==> src/rtl/spatz_spm_pkg.sv <==
// Shared types for the Spatz SPM responder: AMO opcodes, latency-pipe entry, FSM states.
// The AMO read-modify-write path is compiled in when SPATZ_SPM_AMO_EN is defined.
package spatz_spm_pkg;

    typedef enum logic [3:0] {
        AmoNone = 4'd0,
        AmoSwap = 4'd1,
        AmoAdd  = 4'd2,
        AmoAnd  = 4'd3,
        AmoOr   = 4'd4,
        AmoXor  = 4'd5,
        AmoMax  = 4'd6,
        AmoMaxu = 4'd7,
        AmoMin  = 4'd8,
        AmoMinu = 4'd9,
        AmoLR   = 4'd10,
        AmoSC   = 4'd11
    } amo_op_e;

    // Per-request bookkeeping carried alongside the SRAM access.
    typedef struct packed {
        logic valid;
        logic write;
        logic error;
        logic amo;
    } pipe_entry_t;

    typedef enum logic [1:0] {
        StIdle     = 2'd0,
        StAmoWait  = 2'd1,
        StAmoWrite = 2'd2
    } rsp_state_e;

    function automatic logic amo_is_rmw(input amo_op_e op);
        return op inside {AmoSwap, AmoAdd, AmoAnd, AmoOr, AmoXor,
                          AmoMax, AmoMaxu, AmoMin, AmoMinu};
    endfunction

endpackage

==> src/rtl/spatz_spm_amo_alu.sv <==
// Combinational AMO datapath: computes the value written back for a read-modify-write.
module spatz_spm_amo_alu
    import spatz_spm_pkg::*;
#(
    parameter int unsigned DataWidth = 32
) (
    input  amo_op_e              op,
    input  logic [DataWidth-1:0] old_value,
    input  logic [DataWidth-1:0] operand,
    output logic [DataWidth-1:0] result_c
);

    always_comb begin
        result_c = old_value;
        case (op)
            AmoSwap: result_c = operand;
            AmoAdd:  result_c = old_value + operand;
            AmoAnd:  result_c = old_value & operand;
            AmoOr:   result_c = old_value | operand;
            AmoXor:  result_c = old_value ^ operand;
            AmoMax:  result_c = ($signed(old_value) > $signed(operand)) ? old_value : operand;
            AmoMaxu: result_c = (old_value > operand) ? old_value : operand;
            AmoMin:  result_c = ($signed(old_value) < $signed(operand)) ? old_value : operand;
            AmoMinu: result_c = (old_value < operand) ? old_value : operand;
            default: result_c = old_value;
        endcase
    end

endmodule

==> src/rtl/spatz_spm_responder.sv <==
// SPM port responder: drives one SRAM bank and returns one in-order response per request.
// Define SPATZ_SPM_AMO_EN to enable the AMO read-modify-write path; otherwise AMOs return errors.
module spatz_spm_responder
    import spatz_spm_pkg::*;
#(
    parameter int unsigned AddrWidth    = 16,
    parameter int unsigned DataWidth    = 32,
    parameter int unsigned UserWidth    = 8,
    parameter int unsigned SramLatency  = 1,
    parameter int unsigned RspFifoDepth = 2
) (
    input  logic                                             clk_i,
    input  logic                                             rst_i,
    input  logic                                             q_valid_i,
    output logic                                             q_ready_o,
    input  logic [AddrWidth-1:0]                             q_addr_i,
    input  logic                                             q_write_i,
    input  logic [3:0]                                       q_amo_i,
    input  logic [DataWidth-1:0]                             q_data_i,
    input  logic [DataWidth/8-1:0]                           q_strb_i,
    input  logic [UserWidth-1:0]                             q_user_i,
    output logic                                             p_valid_o,
    input  logic                                             p_ready_i,
    output logic [DataWidth-1:0]                             p_data_o,
    output logic [UserWidth-1:0]                             p_user_o,
    output logic                                             p_error_o,
    output logic                                             sram_req_o,
    output logic                                             sram_we_o,
    output logic [AddrWidth-$clog2(DataWidth/8)-1:0]         sram_addr_o,
    output logic [DataWidth-1:0]                             sram_wdata_o,
    output logic [DataWidth/8-1:0]                           sram_be_o,
    input  logic [DataWidth-1:0]                             sram_rdata_i
);

    localparam int unsigned StrbWidth  = DataWidth / 8;
    localparam int unsigned ByteOffset = $clog2(StrbWidth);
    localparam int unsigned WordWidth  = AddrWidth - ByteOffset;
    localparam int unsigned CntWidth   = $clog2(RspFifoDepth + 1);
    localparam int unsigned PtrWidth   = (RspFifoDepth > 1) ? $clog2(RspFifoDepth) : 1;
`ifdef SPATZ_SPM_AMO_EN
    localparam bit AmoEn = 1'b1;
`else
    localparam bit AmoEn = 1'b0;
`endif

    rsp_state_e           state_q, state_d;
    pipe_entry_t          pipe_q [SramLatency];
    logic [UserWidth-1:0] pipe_user_q [SramLatency];
    pipe_entry_t          pipe_in, exit_e;

    logic [DataWidth-1:0] fifo_data_q [RspFifoDepth];
    logic [UserWidth-1:0] fifo_user_q [RspFifoDepth];
    logic                 fifo_err_q  [RspFifoDepth];
    logic [CntWidth-1:0]  fifo_cnt_q, outstanding_q;
    logic [PtrWidth-1:0]  wr_ptr_q, rd_ptr_q;

    amo_op_e              q_op, amo_op_q;
    logic [DataWidth-1:0] amo_operand_q, amo_old_q, amo_result;
    logic [StrbWidth-1:0] amo_strb_q;
    logic [WordWidth-1:0] amo_addr_q;

    logic                 accept, rmw, push, pop, store, fifo_pop, amo_exit;
    logic [DataWidth-1:0] push_data;
    logic                 addr_unused;

    // Sub-word address bits select nothing in a word-wide bank.
    assign addr_unused = ^q_addr_i[ByteOffset-1:0];

    assign q_op      = amo_op_e'(q_amo_i);
    assign rmw       = AmoEn && amo_is_rmw(q_op);
    assign q_ready_o = !rst_i && (state_q == StIdle) &&
                       (outstanding_q < CntWidth'(RspFifoDepth));
    assign accept    = q_valid_i && q_ready_o;

    assign exit_e    = pipe_q[SramLatency-1];
    assign amo_exit  = (state_q == StAmoWait) && exit_e.valid && exit_e.amo;
    assign push      = exit_e.valid && !rst_i;
    assign push_data = (exit_e.write || exit_e.error) ? '0 : sram_rdata_i;

    // Fall-through response FIFO: an empty FIFO presents the exiting pipe entry directly.
    assign p_valid_o = !rst_i && ((fifo_cnt_q != '0) || push);
    assign p_data_o  = (fifo_cnt_q == '0) ? push_data                   : fifo_data_q[rd_ptr_q];
    assign p_user_o  = (fifo_cnt_q == '0) ? pipe_user_q[SramLatency-1] : fifo_user_q[rd_ptr_q];
    assign p_error_o = (fifo_cnt_q == '0) ? exit_e.error                : fifo_err_q[rd_ptr_q];
    assign pop       = p_valid_o && p_ready_i;
    assign fifo_pop  = pop && (fifo_cnt_q != '0);
    assign store     = push && !(pop && (fifo_cnt_q == '0));

    spatz_spm_amo_alu #(
        .DataWidth (DataWidth)
    ) i_amo_alu (
        .op        (amo_op_q),
        .old_value (amo_old_q),
        .operand   (amo_operand_q),
        .result_c  (amo_result)
    );

    always_ff @(posedge clk_i) begin
        if (rst_i) state_q <= StIdle;
        else       state_q <= state_d;
    end

    always_comb begin
        state_d      = state_q;
        pipe_in      = '0;
        sram_req_o   = 1'b0;
        sram_we_o    = 1'b0;
        sram_addr_o  = q_addr_i[AddrWidth-1:ByteOffset];
        sram_wdata_o = q_data_i;
        sram_be_o    = q_strb_i;
        case (state_q)
            StIdle: begin
                if (accept) begin
                    pipe_in.valid = 1'b1;
                    if (q_op == AmoNone) begin
                        sram_req_o    = 1'b1;
                        sram_we_o     = q_write_i;
                        pipe_in.write = q_write_i;
                    end else if (rmw) begin
                        sram_req_o  = 1'b1;
                        pipe_in.amo = 1'b1;
                        state_d     = StAmoWait;
                    end else begin
                        pipe_in.error = 1'b1;
                    end
                end
            end
            StAmoWait: begin
                if (amo_exit) state_d = StAmoWrite;
            end
            StAmoWrite: begin
                sram_req_o   = !rst_i;
                sram_we_o    = 1'b1;
                sram_addr_o  = amo_addr_q;
                sram_wdata_o = amo_result;
                sram_be_o    = amo_strb_q;
                state_d      = StIdle;
            end
            default: state_d = StIdle;
        endcase
    end

    // AMO context: operands captured at accept, old value captured when the read returns.
    always_ff @(posedge clk_i) begin
        if (rst_i) begin
            amo_op_q      <= AmoNone;
            amo_operand_q <= '0;
            amo_strb_q    <= '0;
            amo_addr_q    <= '0;
            amo_old_q     <= '0;
        end else begin
            if (accept && rmw) begin
                amo_op_q      <= q_op;
                amo_operand_q <= q_data_i;
                amo_strb_q    <= q_strb_i;
                amo_addr_q    <= q_addr_i[AddrWidth-1:ByteOffset];
            end
            if (amo_exit) amo_old_q <= sram_rdata_i;
        end
    end

    always_ff @(posedge clk_i) begin
        if (rst_i) begin
            for (int i = 0; i < SramLatency; i++) begin
                pipe_q[i]      <= '0;
                pipe_user_q[i] <= '0;
            end
            outstanding_q <= '0;
            fifo_cnt_q    <= '0;
            wr_ptr_q      <= '0;
            rd_ptr_q      <= '0;
        end else begin
            pipe_q[0]      <= pipe_in;
            pipe_user_q[0] <= q_user_i;
            for (int i = 1; i < SramLatency; i++) begin
                pipe_q[i]      <= pipe_q[i-1];
                pipe_user_q[i] <= pipe_user_q[i-1];
            end
            case ({accept, pop})
                2'b10:   outstanding_q <= outstanding_q + CntWidth'(1);
                2'b01:   outstanding_q <= outstanding_q - CntWidth'(1);
                default: outstanding_q <= outstanding_q;
            endcase
            case ({store, fifo_pop})
                2'b10:   fifo_cnt_q <= fifo_cnt_q + CntWidth'(1);
                2'b01:   fifo_cnt_q <= fifo_cnt_q - CntWidth'(1);
                default: fifo_cnt_q <= fifo_cnt_q;
            endcase
            if (store)
                wr_ptr_q <= (wr_ptr_q == PtrWidth'(RspFifoDepth - 1)) ? '0 : wr_ptr_q + PtrWidth'(1);
            if (fifo_pop)
                rd_ptr_q <= (rd_ptr_q == PtrWidth'(RspFifoDepth - 1)) ? '0 : rd_ptr_q + PtrWidth'(1);
        end
    end

    always_ff @(posedge clk_i) begin
        if (store) begin
            fifo_data_q[wr_ptr_q] <= push_data;
            fifo_user_q[wr_ptr_q] <= pipe_user_q[SramLatency-1];
            fifo_err_q[wr_ptr_q]  <= exit_e.error;
        end
    end

endmodule

==> config.mk <==
export PLATFORM = sky130hd
export DESIGN_NAME = spatz_spm_responder
export DESIGN_NICKNAME = d
export VERILOG_FILES = /design/src/rtl/spatz_spm_pkg.sv /design/src/rtl/spatz_spm_amo_alu.sv /design/src/rtl/spatz_spm_responder.sv
export SDC_FILE = /design/constraint.sdc
export NUM_CORES = 1
export LEC_CHECK = 0
export BUFFER_PORTS_ARGS = -buffer_cell sky130_fd_sc_hd__buf_2
export CAP_MARGIN = 25
export CORE_UTILIZATION = 40
export DETAILED_ROUTE_END_ITERATION = 10
export GPL_TIMING_DRIVEN = 0
export HOLD_SLACK_MARGIN = 0.12
export PLACE_DENSITY_LB_ADDON = 0.12
export SYNTH_ARGS = -nofsm -noshare
export SYNTH_HDL_FRONTEND = slang
export SYNTH_SLANG_ARGS = --single-unit
==> constraint.sdc <==
create_clock -name clk_i -period 8.44 [get_ports clk_i]
set_clock_uncertainty 0.05 [all_clocks]
set_input_delay 1.266 -clock clk_i [delete_from_list [all_inputs] [get_ports clk_i]]
set_output_delay 1.266 -clock clk_i [all_outputs]
set_load 0.02 [all_outputs]
Word-level counts from Yosys, hierarchy flattened
Memory sizes are Yosys's and may differ from the RTL's. A register that Yosys moved wholly into a read port is not among the register bits.
Cells that the tools add are included.
{ "word_totals": {"out_inout_bits": 95, "latch_bits": 0, "input_bits": 101, "word_cells": 87, "n_memories": 5, "ramBits": 94, "regBits": 40, "mem_bits_ro": 0} }
{ "memory_table": {"columns": ["name", "words", "word_bits", "rd", "rd_clocked_by_memory_dff", "wr", "line_no", "source"], "rows": [
  ["fifo_data_q", 2, 32, 1, 1, 1, "spatz_spm_responder.sv:51", "logic [DataWidth-1:0] fifo_data_q [RspFifoDepth];"],
  ["fifo_user_q", 2, 8, 1, 1, 1, "spatz_spm_responder.sv:52", "logic [UserWidth-1:0] fifo_user_q [RspFifoDepth];"],
  ["pipe_user_q", 1, 8, 1, 0, 1, "spatz_spm_responder.sv:48", "logic [UserWidth-1:0] pipe_user_q [SramLatency];"],
  ["pipe_q", 1, 4, 1, 0, 1, "spatz_spm_responder.sv:47", "pipe_entry_t pipe_q [SramLatency];"],
  ["fifo_err_q", 2, 1, 1, 1, 1, "spatz_spm_responder.sv:53", "logic fifo_err_q [RspFifoDepth];"]
]} }
{ "classes": {"eq_ne": 7, "n_mux": 37, "order_cmp": 1, "shifts": 0, "n_addsub": 6, "n_bitwise": 1, "n_reduce_logical": 24, "mul": 0, "div_mod_pow": 0} }
{ "op_table": {"columns": ["op", "count"], "rows": [
  ["32-bit two-way mux", 3],
  ["1-bit two-way mux", 20],
  ["4-bit two-way mux", 4],
  ["8-bit two-way mux", 2],
  ["14-bit two-way mux", 1],
  ["2-bit case mux with 2 select lines", 3],
  ["1-bit logical AND", 11],
  ["8-bit OR reduction", 1],
  ["2-bit by 1-bit equality test with 1-bit output, second input constant", 3],
  ["2-bit equality test, second input constant", 3],
  ["2-bit nonzero test", 3],
  ["2-bit by 1-bit adder with 2-bit output, second input constant", 2],
  ["2-bit zero test", 2],
  ["4-bit zero test", 1],
  ["2-bit two-way mux", 2],
  ["1-bit case mux with 2 select lines", 2],
  ["4-bit OR reduction", 1],
  ["2-bit by 1-bit subtractor with 2-bit output, second input constant", 2],
  ["1-bit adder, second input constant", 2],
  ["1-bit zero test", 2],
  ["1-bit logical OR", 2],
  ["2-bit < comparator, second input constant", 1],
  ["2-bit != test, second input constant", 1],
  ["2-bit AND reduction", 1],
  ["1-bit inverter", 1]
]} }

Logic depth before layout (Yosys ltp)
{ "logic_depth": {"depth_word": 10, "ltp_mapped": 8, "depth_no_buf": 7} }

Worst setup path before layout
Ideal clock, no wire load.
{ "synth_path": {"path_type": "input to register", "startpoint": "input port rst_i", "endpoint": "memory fifo_data_q[1][0] (enable)", "path_stages": 2, "path_slack_ns": 3.358, "required_ns": 7.891, "setup_time_ns": 0.499, "arrival_time_ns": 4.533, "n_path_buf": 1, "cell_sequence": "clkbuf_1 nor3b_1"} }
{ "synth_via": {"elab_chain_cells": 10} }
{ "synth_lines": {"columns": ["element", "line_no", "source"], "rows": [
  ["start, declared", "spatz_spm_responder.sv:13", "input logic rst_i,"],
  ["1-bit zero test *", "spatz_spm_responder.sv:77, spatz_spm_responder.sv:81", null],
  ["1-bit logical AND", "spatz_spm_responder.sv:77", "assign push = exit_e.valid && !rst_i;"],
  ["1-bit logical OR", "spatz_spm_responder.sv:81", "assign p_valid_o = !rst_i && ((fifo_cnt_q != '0) || push);"],
  ["1-bit logical AND", "spatz_spm_responder.sv:81", null],
  ["1-bit logical AND", "spatz_spm_responder.sv:85", "assign pop = p_valid_o && p_ready_i;"],
  ["1-bit logical AND", "spatz_spm_responder.sv:87", "assign store = push && !(pop && (fifo_cnt_q == '0));"],
  ["1-bit zero test", "spatz_spm_responder.sv:87", null],
  ["1-bit logical AND *", "spatz_spm_responder.sv:87", null],
  ["1-bit two-way mux *", "spatz_spm_responder.sv:197", "if (store) begin"],
  ["1-bit two-way mux (implied by the code) *", "spatz_spm_responder.sv:198", "fifo_data_q[wr_ptr_q] <= push_data;"],
  ["end, declared", "spatz_spm_responder.sv:51", null]
]} }
Every way passes the cells marked *; elsewhere a longest branch is shown, timed or not.

Worst setup path in the final report
{ "layout_path": {"startpoint": "input port q_amo_i[1]", "endpoint": "output port sram_we_o"} }
{ "layout_via": {"elab_chain_cells": 4} }
{ "layout_lines": {"columns": ["element", "line_no", "source"], "rows": [
  ["start, declared", "spatz_spm_responder.sv:18", "input logic [3:0] q_amo_i,"],
  ["4-bit zero test", "spatz_spm_responder.sv:115", "if (q_op == AmoNone) begin"],
  ["1-bit two-way mux", "spatz_spm_responder.sv:115", null],
  ["1-bit two-way mux", "spatz_spm_responder.sv:113", "if (accept) begin"],
  ["1-bit case mux with 2 select lines", "spatz_spm_responder.sv:111", "case (state_q)"],
  ["end, declared", "spatz_spm_responder.sv:28", "output logic sram_we_o,"]
]} }
No other way between the ends.

==> summary.md <==
| Metric | Value |
|---|---|
| Via count of the first global-routing pass | `between 3000 and 4000` |
| Horizontal extent of the die | `roughly 110 µm` |
| Cells along the critical path | `buf_2, or4_1, nor2_1, and2_1, buf_2` |
| Hpwl dp | `a little over 7000 µm` |
| Cells taking the most area after synthesis | `edfxtp_1 53%, mux2i_1 8.9%, buf_4 8.1%` |
| Antenna violations before repair | `0` |
| Worst slew slack as a fraction of its limit | `between 40 and 50%` |
| Via count | `3267` |
| Flop pwr share | `between 40 and 50%` |
| Average routed wire per standard cell | `about 15 µm` |
| Final min period | `around 3.7 ns` |
| Clock buffer depth | `2` |
| Syn Nets | `478` |
| Core box area | `11000 µm²` |
| Class of the most critical hold timing path | `flop to flop` |
| Number of primary I/O pins | `approximately 200` |
| Share of the synthesized netlist area taken by xor and xnor gates | `less than 1%` |
| Switching pwr | `slightly above 0.0003 W` |
| Clock tree from TritonCTS | `built` |
| Total overflow reported by the global router | `0` |
| Htree depth | `3` |
| Count of max-cap constraint violations | `0` |
| Critical Path RT | `7.12 ns` |
| Initial core utilization | `41.9%` |
| Power Density | `199 nW/µm²` |
| Layout cells sized above 1 | `between 40% and 50%` |
| Adder-cell share of the synthesized area | `less than 1%` |
| Synth async-reset ratio | `0%` |
| Post-CTS sizing | `0` |
| Final WL | `just over 10000 µm` |
| Number of distinct library cells after synthesis | `28` |
| DIE HEIGHT | `between 100 and 150 µm` |
| Gate count after technology mapping | `around 380` |
| Critical path's largest stage delay | `~0.53 ns` |
| Number of diodes added for antenna fixing | `0` |
| Multi-input logic area | `1330 µm²` |
| Total count of hold-check failures in the final report | `0` |
| Area Growth Syn to Fin | `28.0%` |
| Post-synthesis area per instance | `around 12 µm²` |
| EDFF count, synth | `82` |
| Tot Pwr | `around 0.0012 W` |
| Worst Tran Pin Value | `~0.81 ns` |
| Vias per cell | `4.79` |
| Number of iterations in the first detailed-routing pass | `6` |
| Mux contribution to synthesized area | `a little under a tenth` |
| Sequential cell area in the final layout | `around 2800 µm²` |
| Proportion of power drawn by the clock network | `between 30% and 40%` |
| Share of synthesized area occupied by flip-flops and latches | `between 60 and 70%` |
| Synthesized-area fraction occupied by ao, oa, aoi and oai cells | `5.33%` |
| IR Drop Worst-Case VDD | `0.127 mV` |
| Setup TNS | `0 ns` |
| Die area | `12000 µm²` |
| Nature of the critical path endpoint | `output port` |
| Number of setup buffers added after CTS | `0` |
| Post-placement cell area | `5620 µm²` |
| Violation count after the first detailed-route iteration | `143` |
| Switching Share | `around a quarter` |
| Clock network latency to the later pin of the worst-skew pair | `0.33 ns` |
| Combinational power share | `between 10% and 20%` |
| Leak | `between 2 and 2.5 nW` |
| Count of state elements after synthesis | `100` |
| Clk slew on worst S/H paths | `roughly 0.070 ns` |
| Critical Path Slowest Stage Cell | `or4_1` |
| Critical Path Start Type | `input pin` |
| Cell at the root of the clock tree | `clkbuf_16` |
| Yosys top cell area share | `~53%` |
| Number of warnings printed during yosys synthesis | `0` |
| Critical Path Fanout Max | `3` |
| Final Net Count | `640` |
| Number of pins exceeding their max-slew limit in the final report | `0` |
| Std-Cell Rows | `38` |
| Internal power contribution | `0.000870 W` |
| Number of fillers in the final layout | `roughly 1000` |
| Pin count of the biggest net entering global routing | `17` |
| RSZ-0062 raised after global routing | `false` |
| Number of buffers added on ports | `143` |
| Global-route wire length before repair | `between 15000 and 20000 µm` |
| Most frequently used flop master after synthesis | `edfxtp_1` |
| Most numerous cell on the critical path | `buf_2` |
| Final worst-path cycle share | `43.3%` |
| Combinational family with the most area after synthesis | `simple AND/OR/NAND/NOR gates` |
| Post-route DRC violation count | `0` |
| GRT Resource Usage Total | `between 15 and 20%` |
| Setup Crit Path Kind | `input pin to output port` |
| Number of endpoints failing setup at the final stage | `0` |
| Routability congestion estimate from global placement | `0.845` |
| Clock buffers created by TritonCTS | `9` |
| Arrival time reported for the critical path endpoint | `around 2.3 ns` |
| Cell taking the most area after synthesis | `edfxtp_1` |
| Cts-stage hold buffer count | `0` |
| Number of clock sinks seen by CTS | `100` |
| Fmax achieved | `roughly 270 MHz` |
| Residual antenna-violating net count after detailed routing | `0` |
| Cell area after layout | `5920 µm²` |
| Summed instance area of the synthesized netlist | `about 4600 µm²` |
| Share of synthesized cell area in and, or, nand and nor gates | `between 10% and 20%` |
| Outcome | `completed` |
==> cell families after synthesis <==
group                    after synthesis
AND/OR/NAND/NOR                      106
flip-flops                           100
buffers and inverters                 73
AO/OA/AOI/OAI                         47
multiplexers                          42
XOR/XNOR                               5
adder cells (fa/ha/maj)                2
==> cells in the mapped netlist (2+ instances only) <==
| cell | instances |
|---|---|
| nor3_1 | 2 |
| a21oi_1 | 2 |
| nor2_1 | 10 |
| buf_4 | 50 |
| mux2i_1 | 41 |
| or3_1 | 2 |
| o21ai_0 | 44 |
| edfxtp_1 | 82 |
| and2_1 | 34 |
| clkbuf_1 | 12 |
| nand2_1 | 9 |
| nand3_1 | 32 |
| ha_1 | 2 |
| nor2_2 | 2 |
| xor2_1 | 3 |
| xnor2_1 | 2 |
| nor2b_1 | 10 |
| buf_2 | 9 |
| dfxtp_1 | 18 |
==> metal layers <==
| metal | vias to the layer above | GRT usage, % | part of all wire [%] |
|---|---|---|---|
| met4 | 0 | 5.43 | 1.0 |
| li1 | 1609 | - | - |
| met3 | 10 | 3.20 | 5.7 |
| met5 | - | 0 | 0 |
| met2 | 138 | 30.5 | 50 |
| met1 | 1510 | 21.4 | 43 |
==> path summary, 6_finish.rpt <==
path	from	endpoint	slack (ns)	cells past startpoint
max	q_amo_i[1]	sram_we_o	4.79	5
min	pipe_user_q[0][5]$_SDFF_PP0_	fifo_user_q[0][5]$_DFFE_PP_	0.41	0
max reg2reg	fifo_cnt_q[0]$_SDFFE_PP0P_	fifo_data_q[0][15]$_DFFE_PP_	6.14	6
min reg2reg	pipe_user_q[0][5]$_SDFF_PP0_	fifo_user_q[0][5]$_DFFE_PP_	0.41	0
==> area by class of cell <==
type | instances | area share, %
sequential | 100 | 47.7
multi-input combinational | 202 | 22.5
timing repair buffer | 151 | 13.7
buffer | 72 | 8.05
clock buffer | 11 | 4.10
tap | 140 | 2.96
clock inverter | 5 | 0.994
inverter | 1 | 0.0634
==> state kept, by name, summed over array words and instances, names as in the netlist, named ones only <==
signal	cells
pipe_q	3
fifo_cnt_q	2
fifo_data_q	64
wr_ptr_q	1
rd_ptr_q	1
fifo_user_q	16
outstanding_q	2
fifo_err_q	2
pipe_user_q	8
==> power by group through the flow <==
stage          clock, W  sequential [W]  combinational (W)
4_1_cts        0.000424        0.000553           0.000212
6_report       0.000414        0.000553           0.000209
3_5_place_dp          0        0.000564           0.000211
5_1_grt        0.000442        0.000554           0.000229
3_3_place_gp          0        0.000565           0.000207
2_1_floorplan         0        0.000564           0.000138
==> critical path: cells and delay by family <==
kind | cells | cell delay [ns]
buffers and inverters | 2 | 0.26
and+or+nand+nor | 3 | 0.81
==> metrics by stage <==
step | hold slack (ns) | std cells | util [%] | worst slack (ns)
2_1_floorplan | 0.375 | 375 | - | 3.36
3_3_place_gp | 0.381 | 658 | 50.0 | 1.11
3_5_place_dp | 0.392 | 666 | 50.9 | 4.78
4_1_cts | 0.410 | 682 | 53.7 | 4.78
5_1_grt | 0.424 | 682 | 53.7 | 4.69
6_report | 0.408 | 682 | 53.7 | 4.79
==> layout by cell type, fill, tap and decap left out, types with 3 or more instances in the layout <==
cell type  instances
buf_2            152
clkbuf_1          13
nor2_1            10
mux2i_1           41
dfxtp_1           18
nand3_1           32
xor2_1             3
nand2_1            9
nor2b_1           10
o21ai_0           44
edfxtp_1          82
clkbuf_16          9
buf_6              8
and2_1            34
buf_4             50
(Power assumes the default switching activity.)
